===== src/rtl/definitions_pkg.sv =====
// Shared definitions for the UART frame loader: FSM states, error codes and framing constants.
// Optional checksum support is enabled with the UART_FRAME_CHECKSUM_EN macro.
package definitions_pkg;

    localparam int         OVERSAMPLE        = 16;
    localparam logic [7:0] SYNC_BYTE_DEFAULT = 8'hA5;

    typedef enum logic [2:0] {
        IDLE    = 3'd0,
        LEN_HI  = 3'd1,
        LEN_LO  = 3'd2,
`ifdef UART_FRAME_CHECKSUM_EN
        PAYLOAD = 3'd3,
        CHK     = 3'd4
`else
        PAYLOAD = 3'd3
`endif
    } state_e;

    typedef enum logic [1:0] {
        ERR_NONE     = 2'b00,
        ERR_TIMEOUT  = 2'b01,
        ERR_LEN      = 2'b10,
        ERR_CHECKSUM = 2'b11
    } err_e;

endpackage


===== src/rtl/uart_frame_loader_if.sv =====
// Byte-receive and memory-write bus of the UART frame loader.
// master = the loader (consumes received bytes, issues writes); slave = receiver plus memory.
interface uart_frame_loader_if #(
    parameter int ADDR_W = 16
) ();
    logic [7:0]        rx_data;
    logic              rx_done;
    logic              s_tick;
    logic              mem_we;
    logic [ADDR_W-1:0] mem_addr;
    logic [7:0]        mem_wdata;

    modport master (
        input  rx_data, rx_done, s_tick,
        output mem_we, mem_addr, mem_wdata
    );

    modport slave (
        output rx_data, rx_done, s_tick,
        input  mem_we, mem_addr, mem_wdata
    );
endinterface


===== src/rtl/uart_frame_timeout.sv =====
// Inter-byte timeout: counts s_tick pulses, cleared by clr; tc fires on the tick that would
// pass the last allowed count, so TIMEOUT_TICKS silent ticks in a row are needed to expire.
module uart_frame_timeout #(
    parameter int TIMEOUT_TICKS = 4096
) (
    input  logic clk,
    input  logic rstN,
    input  logic clr,
    input  logic tick,
    output logic tc
);
    localparam int            CW   = (TIMEOUT_TICKS > 2) ? $clog2(TIMEOUT_TICKS) : 1;
    localparam logic [CW-1:0] TERM = CW'(TIMEOUT_TICKS - 1);

    logic [CW-1:0] cnt_q, cnt_d;
    logic          at_term_s;

    assign at_term_s = (cnt_q == TERM);
    // clr has priority so a byte arriving on the terminal tick cancels the timeout
    assign tc        = tick && !clr && at_term_s;

    // Next count: clear, advance on tick, wrap at terminal
    always_comb begin
        cnt_d = cnt_q;
        if (clr) begin
            cnt_d = '0;
        end else if (tick) begin
            cnt_d = at_term_s ? '0 : cnt_q + CW'(1);
        end else begin
            cnt_d = cnt_q;
        end
    end

    // Count register
    always_ff @(posedge clk) begin
        if (!rstN) begin
            cnt_q <= '0;
        end else begin
            cnt_q <= cnt_d;
        end
    end
endmodule


===== src/rtl/uart_frame_loader.sv =====
// Parses A5-framed UART byte streams (sync, 16-bit big-endian length, payload[, checksum])
// into memory writes. Checksum stage is present only when UART_FRAME_CHECKSUM_EN is defined.
module uart_frame_loader
    import definitions_pkg::*;
#(
    parameter int         ADDR_W        = 16,
    parameter logic [7:0] SYNC_BYTE     = SYNC_BYTE_DEFAULT,
    parameter int         TIMEOUT_TICKS = 4096
) (
    input  logic                clk,
    input  logic                rstN,
    uart_frame_loader_if.master bus,
    output logic                busy,
    output logic                frame_done,
    output logic                frame_err,
    output logic [1:0]          err_code
);
    localparam logic [32:0] MAX_LEN = 33'd1 << ADDR_W;

    state_e            state_q, state_d;
    err_e              err_code_q, err_code_d;
    logic              busy_q;
    logic              mem_we_q, mem_we_d;
    logic [ADDR_W-1:0] mem_addr_q, mem_addr_d;
    logic [ADDR_W-1:0] idx_q, idx_d;
    logic [7:0]        mem_wdata_q, mem_wdata_d;
    logic [7:0]        len_hi_q, len_hi_d;
    logic [15:0]       rem_q, rem_d;
    logic              frame_done_q, frame_done_d;
    logic              frame_err_q, frame_err_d;
`ifdef UART_FRAME_CHECKSUM_EN
    logic [7:0]        sum_q, sum_d;
`else
    // Without a checksum byte, completion is deferred one cycle so it never overlaps mem_we
    logic              done_pend_q, done_pend_d;
`endif

    logic [15:0] rx_len_s;
    logic        len_ovf_s;
    logic        len_zero_s;
    logic        last_s;
    logic        tmo_clr_s;
    logic        timeout_s;

    assign rx_len_s   = {len_hi_q, bus.rx_data};
    assign len_ovf_s  = ({17'd0, rx_len_s} > MAX_LEN);
    assign len_zero_s = (rx_len_s == 16'd0);
    assign last_s     = (rem_q == 16'd1);
    assign tmo_clr_s  = bus.rx_done || (state_q == IDLE);

    uart_frame_timeout #(
        .TIMEOUT_TICKS(TIMEOUT_TICKS)
    ) u_timeout (
        .clk  (clk),
        .rstN (rstN),
        .clr  (tmo_clr_s),
        .tick (bus.s_tick),
        .tc   (timeout_s)
    );

    // State register
    always_ff @(posedge clk) begin
        if (!rstN) begin
            state_q <= IDLE;
        end else begin
            state_q <= state_d;
        end
    end

    // Next-state logic: moves only on a received byte or an expired timeout
    always_comb begin
        state_d = state_q;
        if (timeout_s) begin
            state_d = IDLE;
        end else if (bus.rx_done) begin
            case (state_q)
                IDLE:    state_d = (bus.rx_data == SYNC_BYTE) ? LEN_HI : IDLE;
                LEN_HI:  state_d = LEN_LO;
                LEN_LO: begin
                    if (len_ovf_s) begin
                        state_d = IDLE;
                    end else if (len_zero_s) begin
`ifdef UART_FRAME_CHECKSUM_EN
                        state_d = CHK;
`else
                        state_d = IDLE;
`endif
                    end else begin
                        state_d = PAYLOAD;
                    end
                end
                PAYLOAD: begin
                    if (last_s) begin
`ifdef UART_FRAME_CHECKSUM_EN
                        state_d = CHK;
`else
                        state_d = IDLE;
`endif
                    end else begin
                        state_d = PAYLOAD;
                    end
                end
`ifdef UART_FRAME_CHECKSUM_EN
                CHK:     state_d = IDLE;
`endif
                default: state_d = IDLE;
            endcase
        end else begin
            state_d = state_q;
        end
    end

    // Output and datapath next values
    always_comb begin
        mem_we_d     = 1'b0;
        mem_addr_d   = mem_addr_q;
        mem_wdata_d  = mem_wdata_q;
        frame_err_d  = 1'b0;
        err_code_d   = err_code_q;
        len_hi_d     = len_hi_q;
        rem_d        = rem_q;
        idx_d        = idx_q;
`ifdef UART_FRAME_CHECKSUM_EN
        frame_done_d = 1'b0;
        sum_d        = sum_q;
`else
        frame_done_d = done_pend_q;
        done_pend_d  = 1'b0;
`endif
        if (timeout_s) begin
            frame_err_d = 1'b1;
            err_code_d  = ERR_TIMEOUT;
        end else if (bus.rx_done) begin
            case (state_q)
                IDLE: begin
                    if (bus.rx_data == SYNC_BYTE) begin
                        err_code_d = ERR_NONE;
                        idx_d      = '0;
`ifdef UART_FRAME_CHECKSUM_EN
                        sum_d      = 8'd0;
`endif
                    end else begin
                        err_code_d = err_code_q;
                    end
                end
                LEN_HI: len_hi_d = bus.rx_data;
                LEN_LO: begin
                    rem_d = rx_len_s;
                    if (len_ovf_s) begin
                        frame_err_d = 1'b1;
                        err_code_d  = ERR_LEN;
                    end else begin
`ifdef UART_FRAME_CHECKSUM_EN
                        err_code_d   = err_code_q;
`else
                        frame_done_d = done_pend_q | len_zero_s;
`endif
                    end
                end
                PAYLOAD: begin
                    mem_we_d    = 1'b1;
                    mem_addr_d  = idx_q;
                    mem_wdata_d = bus.rx_data;
                    idx_d       = idx_q + ADDR_W'(1);
                    rem_d       = rem_q - 16'd1;
`ifdef UART_FRAME_CHECKSUM_EN
                    sum_d       = sum_q + bus.rx_data;
`else
                    done_pend_d = last_s;
`endif
                end
`ifdef UART_FRAME_CHECKSUM_EN
                CHK: begin
                    if (bus.rx_data == sum_q) begin
                        frame_done_d = 1'b1;
                    end else begin
                        frame_err_d = 1'b1;
                        err_code_d  = ERR_CHECKSUM;
                    end
                end
`endif
                default: mem_we_d = 1'b0;
            endcase
        end else begin
            idx_d = idx_q;
        end
    end

    // Output and datapath registers
    always_ff @(posedge clk) begin
        if (!rstN) begin
            busy_q       <= 1'b0;
            mem_we_q     <= 1'b0;
            mem_addr_q   <= '0;
            mem_wdata_q  <= 8'd0;
            frame_done_q <= 1'b0;
            frame_err_q  <= 1'b0;
            err_code_q   <= ERR_NONE;
            len_hi_q     <= 8'd0;
            rem_q        <= 16'd0;
            idx_q        <= '0;
`ifdef UART_FRAME_CHECKSUM_EN
            sum_q        <= 8'd0;
`else
            done_pend_q  <= 1'b0;
`endif
        end else begin
            busy_q       <= (state_d != IDLE);
            mem_we_q     <= mem_we_d;
            mem_addr_q   <= mem_addr_d;
            mem_wdata_q  <= mem_wdata_d;
            frame_done_q <= frame_done_d;
            frame_err_q  <= frame_err_d;
            err_code_q   <= err_code_d;
            len_hi_q     <= len_hi_d;
            rem_q        <= rem_d;
            idx_q        <= idx_d;
`ifdef UART_FRAME_CHECKSUM_EN
            sum_q        <= sum_d;
`else
            done_pend_q  <= done_pend_d;
`endif
        end
    end

    assign bus.mem_we    = mem_we_q;
    assign bus.mem_addr  = mem_addr_q;
    assign bus.mem_wdata = mem_wdata_q;
    assign busy          = busy_q;
    assign frame_done    = frame_done_q;
    assign frame_err     = frame_err_q;
    assign err_code      = err_code_q;
endmodule


===== src/flat_wrapper.sv =====
// flat-port wrapper written by rule: the top's interface ports become plain ports
module uart_frame_loader_flat import definitions_pkg::*;
#(
    parameter int         ADDR_W        = 16,
    parameter logic [7:0] SYNC_BYTE     = SYNC_BYTE_DEFAULT,
    parameter int         TIMEOUT_TICKS = 4096
)
  (clk, rstN, busy, frame_done, frame_err, err_code, bus_rx_data, bus_rx_done, bus_s_tick, bus_mem_we, bus_mem_addr, bus_mem_wdata);
  uart_frame_loader_if #(.ADDR_W(ADDR_W)) bus_i ();
  input  logic clk;
  input  logic rstN;
  output logic busy;
  output logic frame_done;
  output logic frame_err;
  output logic [1:0] err_code;
  input wire logic [$bits(bus_i.rx_data)-1:0] bus_rx_data;
  input wire logic [$bits(bus_i.rx_done)-1:0] bus_rx_done;
  input wire logic [$bits(bus_i.s_tick)-1:0] bus_s_tick;
  output wire logic [$bits(bus_i.mem_we)-1:0] bus_mem_we;
  output wire logic [$bits(bus_i.mem_addr)-1:0] bus_mem_addr;
  output wire logic [$bits(bus_i.mem_wdata)-1:0] bus_mem_wdata;
  assign bus_i.rx_data = bus_rx_data;
  assign bus_i.rx_done = bus_rx_done;
  assign bus_i.s_tick = bus_s_tick;
  assign bus_mem_we = bus_i.mem_we;
  assign bus_mem_addr = bus_i.mem_addr;
  assign bus_mem_wdata = bus_i.mem_wdata;
  uart_frame_loader #(.ADDR_W(ADDR_W), .SYNC_BYTE(SYNC_BYTE), .TIMEOUT_TICKS(TIMEOUT_TICKS)) u_core (.clk(clk), .rstN(rstN), .bus(bus_i), .busy(busy), .frame_done(frame_done), .frame_err(frame_err), .err_code(err_code));
endmodule

===== config.mk =====
export PLATFORM = sky130hd
export DESIGN_NAME = uart_frame_loader_flat
export DESIGN_NICKNAME = d
export VERILOG_FILES = /design/src/rtl/definitions_pkg.sv /design/src/rtl/uart_frame_loader_if.sv /design/src/rtl/uart_frame_timeout.sv /design/src/rtl/uart_frame_loader.sv /design/src/flat_wrapper.sv
export SDC_FILE = /design/constraint.sdc
export NUM_CORES = 1
export LEC_CHECK = 0
export ABC_AREA = 1
export ABC_CLOCK_PERIOD_IN_PS = 1500
export BUFFER_PORTS_ARGS = -buffer_cell sky130_fd_sc_hd__buf_4
export CORE_MARGIN = 2
export CORE_UTILIZATION = 25
export CTS_CLUSTER_DIAMETER = 60
export DETAILED_ROUTE_END_ITERATION = 12
export SLEW_MARGIN = 40
export SYNTH_ARGS = -nofsm -noshare
export SYNTH_HDL_FRONTEND = slang
export SYNTH_SLANG_ARGS = --single-unit

===== constraint.sdc =====
create_clock -name clk -period 1.5 [get_ports clk]
set_clock_uncertainty 0.2 [all_clocks]
set_input_delay 0.225 -clock clk [delete_from_list [all_inputs] [get_ports clk]]
set_output_delay 0.225 -clock clk [all_outputs]
set_load 0.05 [all_outputs]

==> flow_summary.ini, run 1 <==
[pwr]
pwr_density_cell_nw_per_um2 = 747
vdd_drop_max_mv = 0.503
total_leakage_power_nw = 2.72

[timing]
min_setup_slack_post_route_ns = -0.119
post_route_hold_slack_ns = 0.0228
hold_violation_total_from_the_final_report = 0
finalSetupViolations = 29
report.final.slew_viol_count = 0
period_needed_ns = 1.62
maxClockFrequency_ghz = 0.618
timing.final.crit_share = 1.08
rsz0062_at_grt = true

[cells_and_area]
final_layout_size_suffix_gt1_frac = 0.377
insertedDiodeCount = 0
fillers = 1671
mostFrequentLayoutCell = buf_4
multiInputGateArea_um2 = 2680
nNetsFinal = 791
layout.cell_area.non_filler_um2 = 6630
area_delta_synth_final_pct = 58.1
ff_latch_area_um2 = 1740
finalNonFillerCells = 1000
commonest_cells_after_routing_fill_and_taps_aside = 120 x buf_4, 108 x nand2_1, 108 x nor2_1

[place]
numPlacedInstances = 956
dp_slack_ns = -0.179
portBuffers = 40
placedInstanceArea_um2 = 5360
routabilityCongestion = 0.882
dpl.hpwl_mm = 9.07

[run_status]
status = finished with violations
violations = negative setup slack

[worst_hold_path]
worstHoldStart = bus_rx_data[0]
worst_hold_path_type = in2reg
whs_path_depth = 4

[logic_synthesis]
netlist_area_um2 = 4190
synth_cells = 635
syn_nets = 651
synth_seq_cells = 85
ys_seq_area_frac = 0.406
ys_types = 34
yosys_warnings = 0
average_cell_area_after_synthesis_um2 = 6.60

[worst_setup_path]
worstSetupStartpointType = flip-flop
crit_path_max_incr_delay_ns = 0.38
crit_path_start = u_core.state_q[2]
cp-end-kind = flip-flop
worstReg2RegStart = u_core.state_q[2]
timing.reg2reg.worst_path_depth = 9
critical_path_peak_fanout = 7
cp.required_ns = 1.56
crit_type = reg2reg
critPathMostFrequentCell = nor2_1
timing.critical_path.cells = inv_4 -> nand3_4 -> inv_4 -> or2_4 -> nand3_4 -> clkbuf_16 -> nor2_1 -> nor2_1 -> nor2_1
worst-endpoint-arrival_ns = 1.67
worst_path_max_delay_cell = dfxtp_4

[flow_run]
max_cap_viol_count = 0

[grt]
number_of_antenna_violations_at_the_first_check_in_global_routing = 0
first_pass_grt_wire_length_mm = 20.6
grt_pass1_vias = 4209
grt_usage = 0.144
grt_total_ovfl = 0
grt_start_max_net_pins = 34

[cts]
clk_root_buffer_cell = clkbuf_16
clockBufferDepth = 2
clock_sink_count = 85
insertion_delay_of_the_later_clocked_pin_in_the_worst_skew_pair_ns = 0.35
cts_htree_levels = 3
tritoncts.num_buffers = 9
cts.clk_slew.worst_paths_ns = 0.07
tritoncts = built

[detailed_routing]
top_signal_layer_used = met4
drt_iter0_drc = 371
wl_met2_mm = 6.55
postRouteWirelength_mm = 13.6
antenna_violating_nets_post_route = 0
vias = 4582
route.detailed.vias_per_inst = 4.58
m1WireLength_mm = 6.01
first_drt_pass_iteration_count = 5
route.detailed.drc = 0
wl_met3_um = 764
route.detailed.wl_per_inst_um = 13.6

[die]
die_height_um = 134
dieArea_um2 = 17800
die_boundary_width_um = 134
core_region_area_um2 = 16500
start_util = 0.255
io_pins = 42
std_cell_rows = 47
==> what timing repair did <==
action / 4_1_cts / 5_1_grt
pin swaps: 6 / 45
hold endpoints to repair: 3 / 0
hold buffers: 2 / 0
buffers inserted: 5 / 16
gates resized for setup: 46 / 150
gates cloned: 0 / 5
endpoints found under the setup margin: 63 / 62
==> stage by stage <==
stage,power (mW),TNS (ns),utilization
2_1_floorplan,2.37,0,-
3_3_place_gp,2.46,-3.36,0.326
3_5_place_dp,2.46,-4.50,0.326
4_1_cts,4.98,-0.390,0.358
5_1_grt,5.10,-4.45,0.403
6_report,4.95,-1.02,0.403
==> flip-flops by register name, indices dropped and copies added, names as in the netlist, 3 cells and up <==
signal,cells
u_core.bus.mem_addr,16
u_core.idx_q,16
u_core.rem_q,16
u_core.u_timeout.cnt_q,12
u_core.bus.mem_wdata,8
u_core.len_hi_q,8
u_core.state_q,3
==> logic make-up (layout without fill, tap and decap cells) <==
group | after synthesis | after routing | synth area share
adder cells (fa/ha/maj) | 4 | 4 | 0.0119
other | 1 | 1 | 0.000894
AO/OA/AOI/OAI | 108 | 108 | 0.136
XOR/XNOR | 11 | 11 | 0.0230
buffers and inverters | 78 | 223 | 0.0785
flip-flops | 85 | 85 | 0.406
AND/OR/NAND/NOR | 348 | 348 | 0.344
==> power breakdown <==
part	total [mW]	switching (mW)	internal [mW]	leakage, nW
Sequential	2.24	0.000617	2.24	0.695
Combinational	0.190	0.111	0.0791	1.87
Clock	2.52	0.998	1.52	0.163
==> cells in the mapped netlist <==
master | number | area (um^2)
conb_1 | 1 | 3.75
clkbuf_1 | 10 | 37.5
nand3_2 | 2 | 20.0
nand3_1 | 41 | 205
buf_2 | 8 | 40.0
nand4_1 | 11 | 68.8
o211ai_1 | 3 | 22.5
ha_1 | 4 | 50.1
and2_1 | 1 | 6.26
xnor2_1 | 4 | 35.0
nor3_1 | 7 | 35.0
dfxtp_1 | 85 | 1700
nor2_2 | 1 | 6.26
buf_6 | 2 | 22.5
o21ai_0 | 48 | 240
nor3b_1 | 1 | 7.51
nand2_1 | 127 | 477
nand2_2 | 1 | 6.26
nor2_1 | 151 | 567
or2_1 | 1 | 6.26
o21bai_1 | 1 | 7.51
buf_4 | 3 | 22.5
and3_1 | 1 | 6.26
inv_2 | 4 | 15.0
a221oi_2 | 1 | 15.0
nor3_2 | 2 | 20.0
a21oi_1 | 50 | 250
o21a_1 | 1 | 7.51
o21ai_1 | 2 | 10.0
a22oi_1 | 1 | 7.51
xor2_1 | 7 | 61.3
inv_1 | 51 | 191
nor2_4 | 1 | 11.3
o221ai_1 | 1 | 8.76
==> path summary, 6_finish.rpt <==
| path | to | slack, ns |
|---|---|---|
| setup reg to reg | u_core.idx_q[15] | -0.12 |
| hold reg to reg | u_core.frame_done | 0.23 |
| hold / removal | u_core.len_hi_q[0] | 0.02 |
| setup / recovery | u_core.idx_q[15] | -0.12 |
==> critical path: cells and delay by family (launching register included) <==
kind          cells  cell delay (ns)
flops             1             0.38
buf+inv           3             0.29
simple gates      6             0.66
==> area by class of cell <==
| type | count | share of cell area |
|---|---|---|
| well taps | 220 | 0.0415 |
| clock buffers | 10 | 0.0361 |
| clock inverters | 6 | 0.0143 |
| multi-input cells | 472 | 0.404 |
| repair buffers | 152 | 0.209 |
| flip-flops and latches | 85 | 0.262 |
| inverters | 55 | 0.0332 |
==> per-layer routing <==
layer | track usage | vias to the layer above
met1 | 0.186 | 2122
met2 | 0.238 | 106
met3 | 0.0244 | 19
met5 | 0 | -
li1 | - | 2335
met4 | 0.0638 | 0
(Power assumes the default switching activity.)
==> inputs of run 2 (changes only) <==
--- a/config.mk
+++ b/config.mk
@@ -6,12 +6,13 @@
 export NUM_CORES = 1
 export LEC_CHECK = 0
 export ABC_AREA = 1
-export ABC_CLOCK_PERIOD_IN_PS = 1500
+export ABC_CLOCK_PERIOD_IN_PS = 2100
 export BUFFER_PORTS_ARGS = -buffer_cell sky130_fd_sc_hd__buf_4
 export CORE_MARGIN = 2
 export CORE_UTILIZATION = 25
 export CTS_CLUSTER_DIAMETER = 60
 export DETAILED_ROUTE_END_ITERATION = 12
+export SKIP_LAST_GASP = 1
 export SLEW_MARGIN = 40
 export SYNTH_ARGS = -nofsm -noshare
 export SYNTH_HDL_FRONTEND = slang
==> constraint.sdc (replaced) <==
create_clock -name clk -period 2.1 [get_ports clk]
set_clock_uncertainty 0.2 [all_clocks]
set_input_delay 0.315 -clock clk [delete_from_list [all_inputs] [get_ports clk]]
set_output_delay 0.315 -clock clk [all_outputs]
set_load 0.05 [all_outputs]
==> run 2 against run 1 <==
  * The run now ends clean
  * Wire length is 16% lower
  * Hold slack improved by 0.0088 ns
  * Flip-flop and latch count unchanged
  * Cell count is 10% lower
  * Critical endpoint is now u_core.idx_q[1]
==> flow_summary.ini, run 2 (synthesis gave the netlist of run 1 again) <==
[cells_and_area]
area_delta_synth_final_pct = 20.3
multiInputGateArea_um2 = 2160
nNetsFinal = 692
final_layout_size_suffix_gt1_frac = 0.115
ff_latch_area_um2 = 1700
finalNonFillerCells = 899
mostFrequentLayoutCell = nor2_1
insertedDiodeCount = 0
commonest_cells_after_routing_fill_and_taps_aside = 151 x nor2_1, 127 x nand2_1, 85 x dfxtp_1
fillers = 1846

[worst_setup_path]
cp.required_ns = 2.12
critPathMostFrequentCell = nand3_2
critical_path_peak_fanout = 15
worst_path_max_delay_cell = dfxtp_1
crit_type = reg2reg
timing.critical_path.cells = nand3_2 -> inv_2 -> or2_1 -> nand3_2 -> a22oi_1 -> nor2_1
crit_family = simple AND/OR/NAND/NOR gates
crit_path_max_incr_delay_ns = 0.43
cp-end-kind = flip-flop
cp.buffers_inverters = 1
worst-endpoint-arrival_ns = 1.91
worstSetupStartpointType = flip-flop

[die]
die_boundary_width_um = 134
io_pins = 42
dieArea_um2 = 17800
start_util = 0.255
die_height_um = 134
core_region_area_um2 = 16500
std_cell_rows = 47

[grt]
grt_pass1_vias = 3776
grt_usage = 0.132
number_of_antenna_violations_at_the_first_check_in_global_routing = 0
grt_total_ovfl = 0
first_pass_grt_wire_length_mm = 18.7
grt_start_max_net_pins = 39

[detailed_routing]
vias = 4057
first_drt_pass_iteration_count = 5
antenna_violating_nets_post_route = 0
drt_iter0_drc = 314
route.detailed.vias_per_inst = 4.51
route.detailed.drc = 0
postRouteWirelength_mm = 11.5
route.detailed.wl_per_inst_um = 12.8

[pwr]
pwr_density_cell_nw_per_um2 = 661
total_leakage_power_nw = 2.05
vdd_drop_max_mv = 0.368

[cts]
insertion_delay_of_the_later_clocked_pin_in_the_worst_skew_pair_ns = 0.35
clk_root_buffer_cell = clkbuf_16
clockBufferDepth = 2
clock_sink_count = 85
cts.clk_slew.worst_paths_ns = 0.06
cts_htree_levels = 3
tritoncts.num_buffers = 9
cts_setup_buffers = 0
post_cts_resized = 0
tritoncts = built
cts_hold_repair.buffers = 0

[place]
portBuffers = 40
numPlacedInstances = 885
routabilityCongestion = 0.893
dpl.hpwl_mm = 8.53

[timing]
timing.final.crit_share = 0.898
period_needed_ns = 1.89
timing.setup.tns_ns = 0
report.final.slew_viol_count = 0
maxClockFrequency_ghz = 0.530
rsz0062_at_grt = false
finalSetupViolations = 0
hold_violation_total_from_the_final_report = 0

[run_status]
status = completed

[worst_hold_path]
worst_hold_path_type = in2reg

[flow_run]
max_cap_viol_count = 0
==> run 2: metal layers <==
metal  global-route usage  up-vias  part of all wire
li1                     -     2131                 -
met1                0.170     1826              0.47
met2                0.220       85              0.47
met3               0.0308       15             0.043
met4               0.0384        0             0.017
met5                    0        -                 0
==> run 2: stage by stage <==
stage	hold slack, ns	cell area, um^2	setup slack, ns	utilization	power (mW)
2_1_floorplan	0.215	4190	0.477	-	1.69
3_3_place_gp	0.226	4740	0.275	0.288	1.74
3_5_place_dp	0.238	4740	0.245	0.288	1.74
4_1_cts	0.0212	5040	0.200	0.306	3.38
5_1_grt	0.0384	5040	0.0288	0.306	3.46
6_report	0.0316	5040	0.214	0.306	3.33
==> run 2: worst paths after layout <==
| kind | endpoint | slack [ns] | cells past startpoint | startpoint |
|---|---|---|---|---|
| max | u_core.idx_q[1] | 0.21 | 6 | u_core.state_q[1] |
| min | u_core.len_hi_q[3] | 0.03 | 3 | bus_rx_data[3] |
| max reg2reg | u_core.idx_q[1] | 0.21 | 6 | u_core.state_q[1] |
| min reg2reg | u_core.frame_done | 0.25 | 2 | u_core.done_pend_q |
==> run 2: area by class of cell <==
type,instances,area share
Clock inverter,1,0.00595
Clock buffer,13,0.0536
Sequential cell,85,0.337
Multi-Input combinational cell,472,0.429
Inverter,55,0.0409
Tap cell,220,0.0546
Timing Repair Buffer,53,0.0789
==> run 2: worst register-to-register path, stage by stage (launching register included) <==
cell and delay (ns):
dfxtp_1 0.43, nand3_2 0.19, inv_2 0.20, or2_1 0.14, nand3_2 0.29, a22oi_1 0.26, nor2_1 0.06
==> run 2: power breakdown <==
part	internal [mW]	total (mW)	switching [mW]
registers	1.61	1.61	0.000370
logic	0.0269	0.0871	0.0602
clock network	1.01	1.63	0.627
==> inputs of run 3 (changes only) <==
==> constraint.sdc (replaced) <==
create_clock -name clk -period 2.1 [get_ports clk]
set_clock_uncertainty 0.2 [all_clocks]
set_input_delay 0.105 -clock clk [delete_from_list [all_inputs] [get_ports clk]]
set_output_delay 0.105 -clock clk [all_outputs]
set_load 0.05 [all_outputs]
==> run 3 against run 2 <==
  * Flip-flop and latch count unchanged
  * Register-to-register slack better by 0.05 ns
  * Utilization rose by 0.86 points
  * Critical path depth up 5
  * Largest cell class unchanged
  * Non-clock buffer count is 11 higher
==> flow_summary.ini, run 3 (synthesis gave the netlist of run 1 again) <==
[cts]
tritoncts = built
cts_htree_levels = 3
cts.clk_slew.worst_paths_ns = 0.06
clock_sink_count = 85
insertion_delay_of_the_later_clocked_pin_in_the_worst_skew_pair_ns = 0.34
tritoncts.num_buffers = 9
clockBufferDepth = 2
clk_root_buffer_cell = clkbuf_16

[timing]
finalSetupViolations = 0
report.final.slew_viol_count = 0
timing.final.crit_share = 0.900
timing.setup.tns_ns = 0
maxClockFrequency_ghz = 0.529
rsz0062_at_grt = false
min_setup_slack_post_route_ns = 0.210
period_needed_ns = 1.89
hold_violation_total_from_the_final_report = 0

[detailed_routing]
m1WireLength_mm = 5.43
drt_iter0_drc = 214
antenna_violating_nets_post_route = 0
postRouteWirelength_mm = 11.5
route.detailed.wl_per_inst_um = 12.6
wl_met2_mm = 5.42
top_signal_layer_used = met4
route.detailed.drc = 0
wl_met3_um = 458
first_drt_pass_iteration_count = 4
route.detailed.vias_per_inst = 4.48
vias = 4084

[pwr]
total_leakage_power_nw = 2.10
vdd_drop_max_mv = 0.388
pwr_density_cell_nw_per_um2 = 643
post-layout-total-power_mw = 3.33

[grt]
first_pass_grt_wire_length_mm = 18.9
grt_start_max_net_pins = 39
grt_usage = 0.134
grt_total_ovfl = 0
number_of_antenna_violations_at_the_first_check_in_global_routing = 0
grt_pass1_vias = 3817

[worst_hold_path]
worst_hold_path_type = in2reg

[flow_run]
max_cap_viol_count = 0

[worst_setup_path]
cp.required_ns = 2.13
timing.reg2reg.worst_path_depth = 5
ff2ff_setup_slack_ns = 0.26
worstReg2RegStart = u_core.state_q[0]
crit_path_start = bus_rx_data[3]
crit_type = in2reg
end_of_the_worst_register_to_register_path = u_core.len_hi_q[5]
cp-end-kind = flip-flop
worst-endpoint-arrival_ns = 1.92
crit_end = u_core.idx_q[14]
critical_path_peak_fanout = 10
worstSetupStartpointType = input port

[cells_and_area]
insertedDiodeCount = 0
commonest_cells_after_routing_fill_and_taps_aside = 150 x nor2_1, 127 x nand2_1, 85 x dfxtp_1
fillers = 1846
mostFrequentLayoutCell = nor2_1
nNetsFinal = 703
area_delta_synth_final_pct = 23.7
post-route-util = 0.315
final_layout_size_suffix_gt1_frac = 0.114

[die]
dieArea_um2 = 17800
die_boundary_width_um = 134
start_util = 0.255
die_height_um = 134
core_region_area_um2 = 16500
std_cell_rows = 47
io_pins = 42

[place]
dpl.hpwl_mm = 8.34
portBuffers = 40
routabilityCongestion = 0.931
dp_slack_ns = 0.207

[run_status]
status = completed
run 3: worst min path at each step:
stage	startpoint	end	cells past startpoint
floorplan	bus_rx_data[0]	u_core.len_hi_q[0]	2
global placement	bus_rx_data[3]	u_core.len_hi_q[3]	3
detailed placement	bus_rx_data[3]	u_core.bus.mem_wdata[3]	3
CTS	rstN	u_core.rem_q[12]	3
global route	rstN	u_core.rem_q[12]	3
finish	rstN	u_core.rem_q[10]	3
run 3: layout make-up:
| type | instances | area, um^2 | area share |
|---|---|---|---|
| clock buffers | 14 | 264 | 0.0509 |
| inverters | 55 | 206 | 0.0398 |
| flip-flops and latches | 85 | 1700 | 0.328 |
| clock inverters | 1 | 30.0 | 0.00579 |
| well taps | 220 | 275 | 0.0531 |
| repair buffers | 64 | 531 | 0.102 |
| multi-input cells | 472 | 2180 | 0.420 |
run 3: critical path, stage by stage:
cell and delay, ns:
dlygate4sd3_1 0.54, buf_4 0.16, nor2_1 0.16, nand3_1 0.15
nor2_1 0.14, nand3_1 0.18, nand2_4 0.17, buf_12 0.13
nor2_1 0.04, nor2_1 0.10, nor2_1 0.04
run 3: timing repair:
item / 4_1_cts / 5_1_grt
hold buffers: 10 / 0
resized for setup: 0 / 3
setup endpoints to repair: 0 / 9
buffers inserted: 0 / 2
hold endpoints to repair: 24 / 0
run 3: through the flow:
| stage | instance area (um^2) | hold slack [ns] | std cells |
|---|---|---|---|
| after floorplan | 4190 | 0.0399 | 635 |
| after CTS | 5140 | 0.0553 | 909 |
| final | 5180 | 0.0465 | 911 |
| after global routing | 5180 | 0.0850 | 911 |
| after detailed placement | 4750 | 0.194 | 884 |
| after global placement | 4750 | 0.198 | 884 |
run 3: metal layers:
metal | global-route usage | vias up
li1 | - | 2148
met1 | 0.170 | 1830
met2 | 0.226 | 94
met3 | 0.0270 | 12
met4 | 0.0449 | 0
met5 | 0 | -
run 3: report_power, final:
group	total, mW	switching, mW	leakage [nW]	internal [mW]
sequential	1.61	0.000431	0.684	1.61
clock	1.61	0.630	0.143	0.982
combinational	0.108	0.0665	1.27	0.0415
